<file path="config.mk">
export PLATFORM = sky130hd
export DESIGN_NAME = mc_pc_sequencer_flat
export DESIGN_NICKNAME = d
export VERILOG_FILES = /design/src/rtl/mc_pkg.sv /design/src/rtl/mc_pc_sequencer_if.sv /design/src/rtl/mc_next_pc.sv /design/src/rtl/mc_pc_sequencer.sv /design/src/flat_wrapper.sv
export SDC_FILE = /design/constraint.sdc
export NUM_CORES = 1
export LEC_CHECK = 0
export ABC_AREA = 1
export BUFFER_PORTS_ARGS = -buffer_cell sky130_fd_sc_hd__clkbuf_2
export CAP_MARGIN = 20
export CORE_ASPECT_RATIO = 0.8
export CORE_MARGIN = 2
export CORE_UTILIZATION = 59
export DETAILED_ROUTE_END_ITERATION = 10
export HOLD_SLACK_MARGIN = 0.15
export PLACE_DENSITY = 0.86
export SYNTH_ARGS = -nofsm -noshare
export SYNTH_HDL_FRONTEND = slang
export SYNTH_SLANG_ARGS = --single-unit
</file>
<file path="constraint.sdc">
create_clock -name clk -period 5.03 [get_ports clk]
set_clock_uncertainty 0.15 [all_clocks]
set_input_delay 0.2515 -clock clk [delete_from_list [all_inputs] [get_ports clk]]
set_output_delay 0.2515 -clock clk [all_outputs]
set_load 0.03 [all_outputs]
</file>
<file path="src/rtl/mc_pkg.sv">
// Shared types and helpers for the multi-cycle PC sequencer.
package mc_pkg;

    typedef enum logic [1:0] {
        FETCH  = 2'd0,
        DECODE = 2'd1,
        EXEC   = 2'd2
    } state_e;

    typedef enum logic [1:0] {
        KIND_SEQ = 2'd0,
        KIND_BR  = 2'd1,
        KIND_J   = 2'd2,
        KIND_JR  = 2'd3
    } kind_e;

    // Sign-extended branch immediate, scaled to a byte offset.
    function automatic logic [31:0] branch_offset(input logic [15:0] imm);
        return {{14{imm[15]}}, imm, 2'b00};
    endfunction

endpackage

</file>
<file path="src/rtl/mc_pc_sequencer_if.sv">
// Bus bundle between the PC sequencer and imem / decoder / execute stage.
interface mc_pc_sequencer_if;
    logic        imem_req;
    logic [31:0] imem_addr;
    logic        imem_ready;
    logic [31:0] imem_rdata;
    logic [31:0] instr;
    logic        instr_valid;
    logic        dec_valid;
    logic [1:0]  dec_kind;
    logic        ex_done;
    logic        br_taken;
    logic [31:0] rs_val;
    logic [31:0] pc;
    logic [31:0] pc_plus4;
    logic        fetch_err;
    logic        misalign;

    modport master (
        output imem_req, imem_addr, instr, instr_valid, pc, pc_plus4, fetch_err, misalign,
        input  imem_ready, imem_rdata, dec_valid, dec_kind, ex_done, br_taken, rs_val
    );

    modport slave (
        input  imem_req, imem_addr, instr, instr_valid, pc, pc_plus4, fetch_err, misalign,
        output imem_ready, imem_rdata, dec_valid, dec_kind, ex_done, br_taken, rs_val
    );
endinterface

</file>
<file path="src/rtl/mc_next_pc.sv">
// Next-PC selection: sequential, branch, pseudo-direct jump, register jump.
module mc_next_pc
    import mc_pkg::*;
(
    input  kind_e       kind,
    input  logic        br_taken,
    input  logic [31:0] pc_plus4,
    input  logic [25:0] instr_low,
    input  logic [31:0] rs_val,
    output logic [31:0] next_pc,
    output logic        misalign
);

    // Pick the target for the latched instruction class.
    always_comb begin
        next_pc  = pc_plus4;
        misalign = 1'b0;
        case (kind)
            KIND_SEQ: next_pc = pc_plus4;
            KIND_BR: begin
                if (br_taken) begin
                    next_pc = pc_plus4 + branch_offset(instr_low[15:0]);
                end else begin
                    next_pc = pc_plus4;
                end
            end
            // Region bits come from pc_plus4 so a jump in the last slot lands in the next region.
            KIND_J:   next_pc = {pc_plus4[31:28], instr_low, 2'b00};
            KIND_JR: begin
                next_pc  = {rs_val[31:2], 2'b00};
                misalign = (rs_val[1:0] != 2'b00);
            end
            default:  next_pc = pc_plus4;
        endcase
    end

endmodule

</file>
<file path="src/rtl/mc_pc_sequencer.sv">
// Multi-cycle PC controller: owns the PC and sequences fetch, decode, execute.
module mc_pc_sequencer
    import mc_pkg::*;
#(
    parameter logic [31:0] RESET_PC = 32'h0000_0000,
    parameter int unsigned TIMEOUT  = 16
) (
    input  logic               clk,
    input  logic               rst_n,
    mc_pc_sequencer_if.master  bus
);

    localparam int unsigned      CNT_W    = (TIMEOUT > 1) ? $clog2(TIMEOUT) : 1;
    localparam logic [CNT_W-1:0] CNT_LAST = CNT_W'(TIMEOUT - 1);

    state_e            state_r;
    state_e            state_next_s;
    kind_e             kind_r;
    logic [31:0]       pc_r;
    logic [31:0]       pc_plus4_r;
    logic [31:0]       instr_r;
    logic              instr_valid_r;
    logic              fetch_err_r;
    logic              misalign_r;
    logic              imem_req_r;
    logic [CNT_W-1:0]  cnt_r;
    logic              fetch_hit_s;
    logic              fetch_timeout_s;
    logic              dec_hit_s;
    logic              exec_done_s;
    logic [31:0]       next_pc_s;
    logic              jr_misalign_s;

    assign fetch_hit_s     = (state_r == FETCH) && bus.imem_ready;
    assign fetch_timeout_s = (state_r == FETCH) && !bus.imem_ready && (cnt_r == CNT_LAST);
    assign dec_hit_s       = (state_r == DECODE) && bus.dec_valid;
    assign exec_done_s     = (state_r == EXEC) && bus.ex_done;

    mc_next_pc u_next_pc (
        .kind      (kind_r),
        .br_taken  (bus.br_taken),
        .pc_plus4  (pc_plus4_r),
        .instr_low (instr_r[25:0]),
        .rs_val    (bus.rs_val),
        .next_pc   (next_pc_s),
        .misalign  (jr_misalign_s)
    );

    // Next-state logic: each phase waits for its own handshake only.
    always_comb begin
        state_next_s = state_r;
        case (state_r)
            FETCH: begin
                if (bus.imem_ready) state_next_s = DECODE;
                else                state_next_s = FETCH;
            end
            DECODE: begin
                if (bus.dec_valid) state_next_s = EXEC;
                else               state_next_s = DECODE;
            end
            EXEC: begin
                if (bus.ex_done) state_next_s = FETCH;
                else             state_next_s = EXEC;
            end
            default: state_next_s = FETCH;
        endcase
    end

    // State register.
    always_ff @(posedge clk or negedge rst_n) begin
        if (!rst_n) state_r <= FETCH;
        else        state_r <= state_next_s;
    end

    // Fetch-wait counter; cleared on a hit, on timeout and outside FETCH.
    always_ff @(posedge clk or negedge rst_n) begin
        if (!rst_n) begin
            cnt_r <= '0;
        end else if ((state_r == FETCH) && !bus.imem_ready && !fetch_timeout_s) begin
            cnt_r <= cnt_r + CNT_W'(1);
        end else begin
            cnt_r <= '0;
        end
    end

    // Instruction, PC, link value and status flags.
    always_ff @(posedge clk or negedge rst_n) begin
        if (!rst_n) begin
            pc_r          <= RESET_PC;
            pc_plus4_r    <= RESET_PC + 32'd4;
            instr_r       <= 32'd0;
            kind_r        <= KIND_SEQ;
            instr_valid_r <= 1'b0;
            fetch_err_r   <= 1'b0;
            misalign_r    <= 1'b0;
            imem_req_r    <= 1'b1;
        end else begin
            instr_valid_r <= fetch_hit_s;
            fetch_err_r   <= fetch_timeout_s;
            imem_req_r    <= (state_next_s == FETCH);
            if (fetch_hit_s) begin
                instr_r    <= bus.imem_rdata;
                pc_plus4_r <= pc_r + 32'd4;
            end
            if (dec_hit_s) begin
                kind_r <= kind_e'(bus.dec_kind);
            end
            if (exec_done_s) begin
                pc_r <= next_pc_s;
                if (jr_misalign_s) misalign_r <= 1'b1;
            end
        end
    end

    assign bus.imem_req    = imem_req_r;
    assign bus.imem_addr   = pc_r;
    assign bus.pc          = pc_r;
    assign bus.pc_plus4    = pc_plus4_r;
    assign bus.instr       = instr_r;
    assign bus.instr_valid = instr_valid_r;
    assign bus.fetch_err   = fetch_err_r;
    assign bus.misalign    = misalign_r;

endmodule

</file>
<file path="src/flat_wrapper.sv">
// flat-port wrapper written by rule: the top's interface ports become plain ports
module mc_pc_sequencer_flat import mc_pkg::*;
#(
    parameter logic [31:0] RESET_PC = 32'h0000_0000,
    parameter int unsigned TIMEOUT  = 16
)
  (clk, rst_n, bus_imem_req, bus_imem_addr, bus_instr, bus_instr_valid, bus_pc, bus_pc_plus4, bus_fetch_err, bus_misalign, bus_imem_ready, bus_imem_rdata, bus_dec_valid, bus_dec_kind, bus_ex_done, bus_br_taken, bus_rs_val);
  mc_pc_sequencer_if bus_i ();
  input  logic clk;
  input  logic rst_n;
  output wire logic [$bits(bus_i.imem_req)-1:0] bus_imem_req;
  output wire logic [$bits(bus_i.imem_addr)-1:0] bus_imem_addr;
  output wire logic [$bits(bus_i.instr)-1:0] bus_instr;
  output wire logic [$bits(bus_i.instr_valid)-1:0] bus_instr_valid;
  output wire logic [$bits(bus_i.pc)-1:0] bus_pc;
  output wire logic [$bits(bus_i.pc_plus4)-1:0] bus_pc_plus4;
  output wire logic [$bits(bus_i.fetch_err)-1:0] bus_fetch_err;
  output wire logic [$bits(bus_i.misalign)-1:0] bus_misalign;
  input wire logic [$bits(bus_i.imem_ready)-1:0] bus_imem_ready;
  input wire logic [$bits(bus_i.imem_rdata)-1:0] bus_imem_rdata;
  input wire logic [$bits(bus_i.dec_valid)-1:0] bus_dec_valid;
  input wire logic [$bits(bus_i.dec_kind)-1:0] bus_dec_kind;
  input wire logic [$bits(bus_i.ex_done)-1:0] bus_ex_done;
  input wire logic [$bits(bus_i.br_taken)-1:0] bus_br_taken;
  input wire logic [$bits(bus_i.rs_val)-1:0] bus_rs_val;
  assign bus_imem_req = bus_i.imem_req;
  assign bus_imem_addr = bus_i.imem_addr;
  assign bus_instr = bus_i.instr;
  assign bus_instr_valid = bus_i.instr_valid;
  assign bus_pc = bus_i.pc;
  assign bus_pc_plus4 = bus_i.pc_plus4;
  assign bus_fetch_err = bus_i.fetch_err;
  assign bus_misalign = bus_i.misalign;
  assign bus_i.imem_ready = bus_imem_ready;
  assign bus_i.imem_rdata = bus_imem_rdata;
  assign bus_i.dec_valid = bus_dec_valid;
  assign bus_i.dec_kind = bus_dec_kind;
  assign bus_i.ex_done = bus_ex_done;
  assign bus_i.br_taken = bus_br_taken;
  assign bus_i.rs_val = bus_rs_val;
  mc_pc_sequencer #(.RESET_PC(RESET_PC), .TIMEOUT(TIMEOUT)) u_core (.clk(clk), .rst_n(rst_n), .bus(bus_i));
endmodule
</file>
==> impl_metrics.py <==
metrics = {
    "critical_path": {
        "worst-setup-path-type": "register to register",
        "crit_arrival_ns": 2.75,
        "worstPathMaxFanout": 18,
        "critPathRequiredTime_ns": 5.13,
        "start_kind": "register",
        "worstSetupEndpointType": "register",
    },
    "clock_network": {
        "clk_latency_ns": 0.36,
        "cts_buffer_depth": 2,
        "cts_tree": "built",
        "post_cts_resized": 0,
        "cts_setup_buffers": 0,
        "clk_pin_slew_ns": 0.08,
        "cts.htree.levels": 3,
        "clock-sinks": 108,
        "cts-root-buf": "clkbuf_16",
        "cts_buffers": 9,
    },
    "yosys": {
        "async_flop_share_pct": 100,
        "synth_ff_type": "dfrtp_1",
        "synth_area_per_cell_um2": 6.61,
        "yosysWarnings": 0,
        "synth_edf_count": 0,
        "synth_commonest_cells": "nand2_1, inv_1, dfrtp_1",
        "netlist_area_mm2": 0.00815,
        "synth.distinct_cells": 43,
        "syn_inst": 1233,
        "ys_seq_area_share_pct": 33.2,
        "ys_ff_latch": 108,
        "syn-num-nets": 1337,
        "yosysTopAreaCellShare_pct": 32.6,
        "post-synth-top-count-cell": "nand2_1",
        "netlist_top_cells_area": "dfrtp_1, nand2_1, inv_1",
        "yosys.area.top_type": "dfrtp_1",
    },
    "detailed_routing": {
        "via_per_inst": 5.75,
        "drt_wl_total_um": 28200,
        "avgRoutedWirePerCell_um": 17.4,
        "drt_iter0_markers": 1466,
        "route.detailed.drc": 0,
        "vias": 9326,
        "drtPass1Iterations": 6,
        "drtAntennaViolNets": 0,
    },
    "floorplanning": {
        "io_pins": 204,
        "dieHeight_um": 109,
        "die-area_mm2": 0.0148,
        "core_region_area_mm2": 0.0135,
        "die_w_um": 135,
        "initial_core_util_pct": 60.4,
        "num_rows": 38,
    },
    "placed_design": {
        "gp_congestion": 0.984,
        "dp.cells": 1553,
        "dp_hpwl_um": 20100,
        "dp_slack_ns": 2.48,
        "port_buffers": 203,
    },
    "cells_and_area": {
        "diodes": 0,
        "drive_above_1_share_pct": 18.6,
        "register_area_mm2": 0.00271,
        "final_cells": 1623,
        "area_delta_synth_final_pct": 21.6,
        "multi_input_area_mm2": 0.00447,
        "utilization_pct": 73.4,
        "fill_cells": 1060,
        "fin_nets": 1542,
    },
    "global_routing": {
        "grt_pass1_wl_um": 43800,
        "grt_antenna_before_repair": 0,
        "grt_pass1_vias": 8419,
        "grt_overflow": 0,
        "grt_start_max_net_pins": 79,
        "grt_usage_pct": 38.5,
    },
    "pwr": {
        "power_density_mw_per_mm2": 736,
        "p_leak_nw": 5.56,
        "ir_worst_vdd_v": 0.000521,
    },
    "sta": {
        "rsz0062_at_grt": "no",
        "maxSlewHeadroom_pct": 29.2,
        "layout_setup_ws_ns": 2.39,
        "maxSlewViolCount": 0,
        "fin_crit_sh_pct": 52.5,
        "timing.setup.tns_ns": 0,
        "whs_ns": 0.172,
        "hold_viol_final": 0,
        "min_period_ns": 2.64,
        "final-setup-viol-count": 0,
        "max_freq_ghz": 0.379,
        "tightest_slew_ns": 1.06,
    },
    "run_status": {
        "status": "finished, final reports clean",
    },
    "min_path": {
        "hp-class": "input port to register",
    },
    "run": {
        "cap_violations": 0,
    },
}
[through the flow]
| stage | power [mW] | area (um2) |
|---|---|---|
| final | 7.30 | 9910 |
| after global routing | 7.74 | 9910 |
| after CTS | 7.10 | 9880 |
| after detailed placement | 6.31 | 9050 |
| after global placement | 6.22 | 9050 |
| after floorplan | 5.08 | 8150 |
[logic make-up after synthesis]
group | synth area share [%]
adders and majority gates | 5.01
buffers and inverters | 12.1
AOI/OAI and AO/OA | 12.4
xor gates and xnor gates | 3.98
DFF | 33.2
and+or+nand+nor | 33.3
[state kept, by name (all words and copies together), names as in the netlist]
signal and flops:
u_core.bus.instr 32, u_core.kind_r 2, u_core.bus.fetch_err 1, u_core.state_r 2, u_core.bus.imem_req 1, u_core.bus.pc_plus4 32, u_core.bus.misalign 1, u_core.cnt_r 4
u_core.bus.imem_addr 32, u_core.bus.instr_valid 1
[repair_timing]
item,in CTS,in global routing
setup endpoints to repair,0,0
hold endpoints to repair,131,0
hold buffers,53,0
[cell usage in the layout, fill, tap and decap left out, types with 3 or more instances in the layout]
cell type	instances
nor3_1	5
dfrtp_1	106
ha_1	31
clkbuf_16	9
o21ai_0	59
nand2_1	467
o21bai_1	4
nand4_1	8
buf_4	6
a221oi_1	16
clkbuf_2	202
inv_2	9
o21ai_1	6
nand2_2	4
nor2_1	77
and2_1	3
nor2_2	9
xor2_1	31
xnor2_1	6
dlygate4sd3_1	53
nand3_1	57
nand3_2	4
nor4_1	3
inv_1	148
o22ai_1	4
a21oi_1	82
nor3_2	4
[power breakdown]
group          internal [mW]  total [mW]  switching [mW]
clock                  0.352       0.724           0.372
combinational           1.37        4.67            3.31
sequential              1.26        1.90           0.643
[area by class of cell]
class | instances | share of cell area, %
Multi-Input combinational cell | 899 | 45.1
Sequential cell | 108 | 27.3
Timing Repair Buffer | 262 | 16.3
Inverter | 158 | 5.98
Clock buffer | 9 | 2.27
Tap cell | 180 | 2.27
Clock inverter | 7 | 0.770
[path summary, 6_finish.rpt]
check	startpoint	endpoint	slack, ns	depth (start not counted)
setup / recovery	u_core.bus.instr[15]$_DFFE_PN0P_	u_core.bus.imem_addr[29]$_DFFE_PN0P_	2.39	13
hold / removal	bus_rs_val[22]	u_core.bus.imem_addr[22]$_DFFE_PN0P_	0.17	5
setup reg to reg	u_core.bus.instr[15]$_DFFE_PN0P_	u_core.bus.imem_addr[29]$_DFFE_PN0P_	2.39	13
hold reg to reg	u_core.cnt_r[0]$_DFF_PN0_	u_core.cnt_r[0]$_DFF_PN0_	0.32	1
max in group asynchronous	rst_n	u_core.bus.pc_plus4[23]$_DFFE_PN0P_	3.32	3
min in group asynchronous	rst_n	u_core.bus.fetch_err$_DFF_PN0_	0.43	2
[worst max-delay path: stages, from the launching register on]
cell and delay, ns:
dfrtp_1 0.76, ha_1 0.40, nand2_1 0.19, inv_1 0.06, a21oi_1 0.18, nand2_1 0.11, a21oi_1 0.18, nand2_1 0.07
nand2_1 0.05, nand3_1 0.10, nand2_1 0.10, nand2_1 0.06, nand2_1 0.07, nand2_1 0.05
[per-layer routing]
| metal | vias up | global-route usage (%) | part of all wire, % |
|---|---|---|---|
| li1 | 4282 | - | - |
| met1 | 4210 | 55.8 | 40 |
| met2 | 721 | 57.6 | 42 |
| met3 | 113 | 8.32 | 15 |
| met4 | 0 | 12.5 | 3.7 |
| met5 | - | 0 | 0 |
Note: power is estimated with default switching activity, not from simulation.
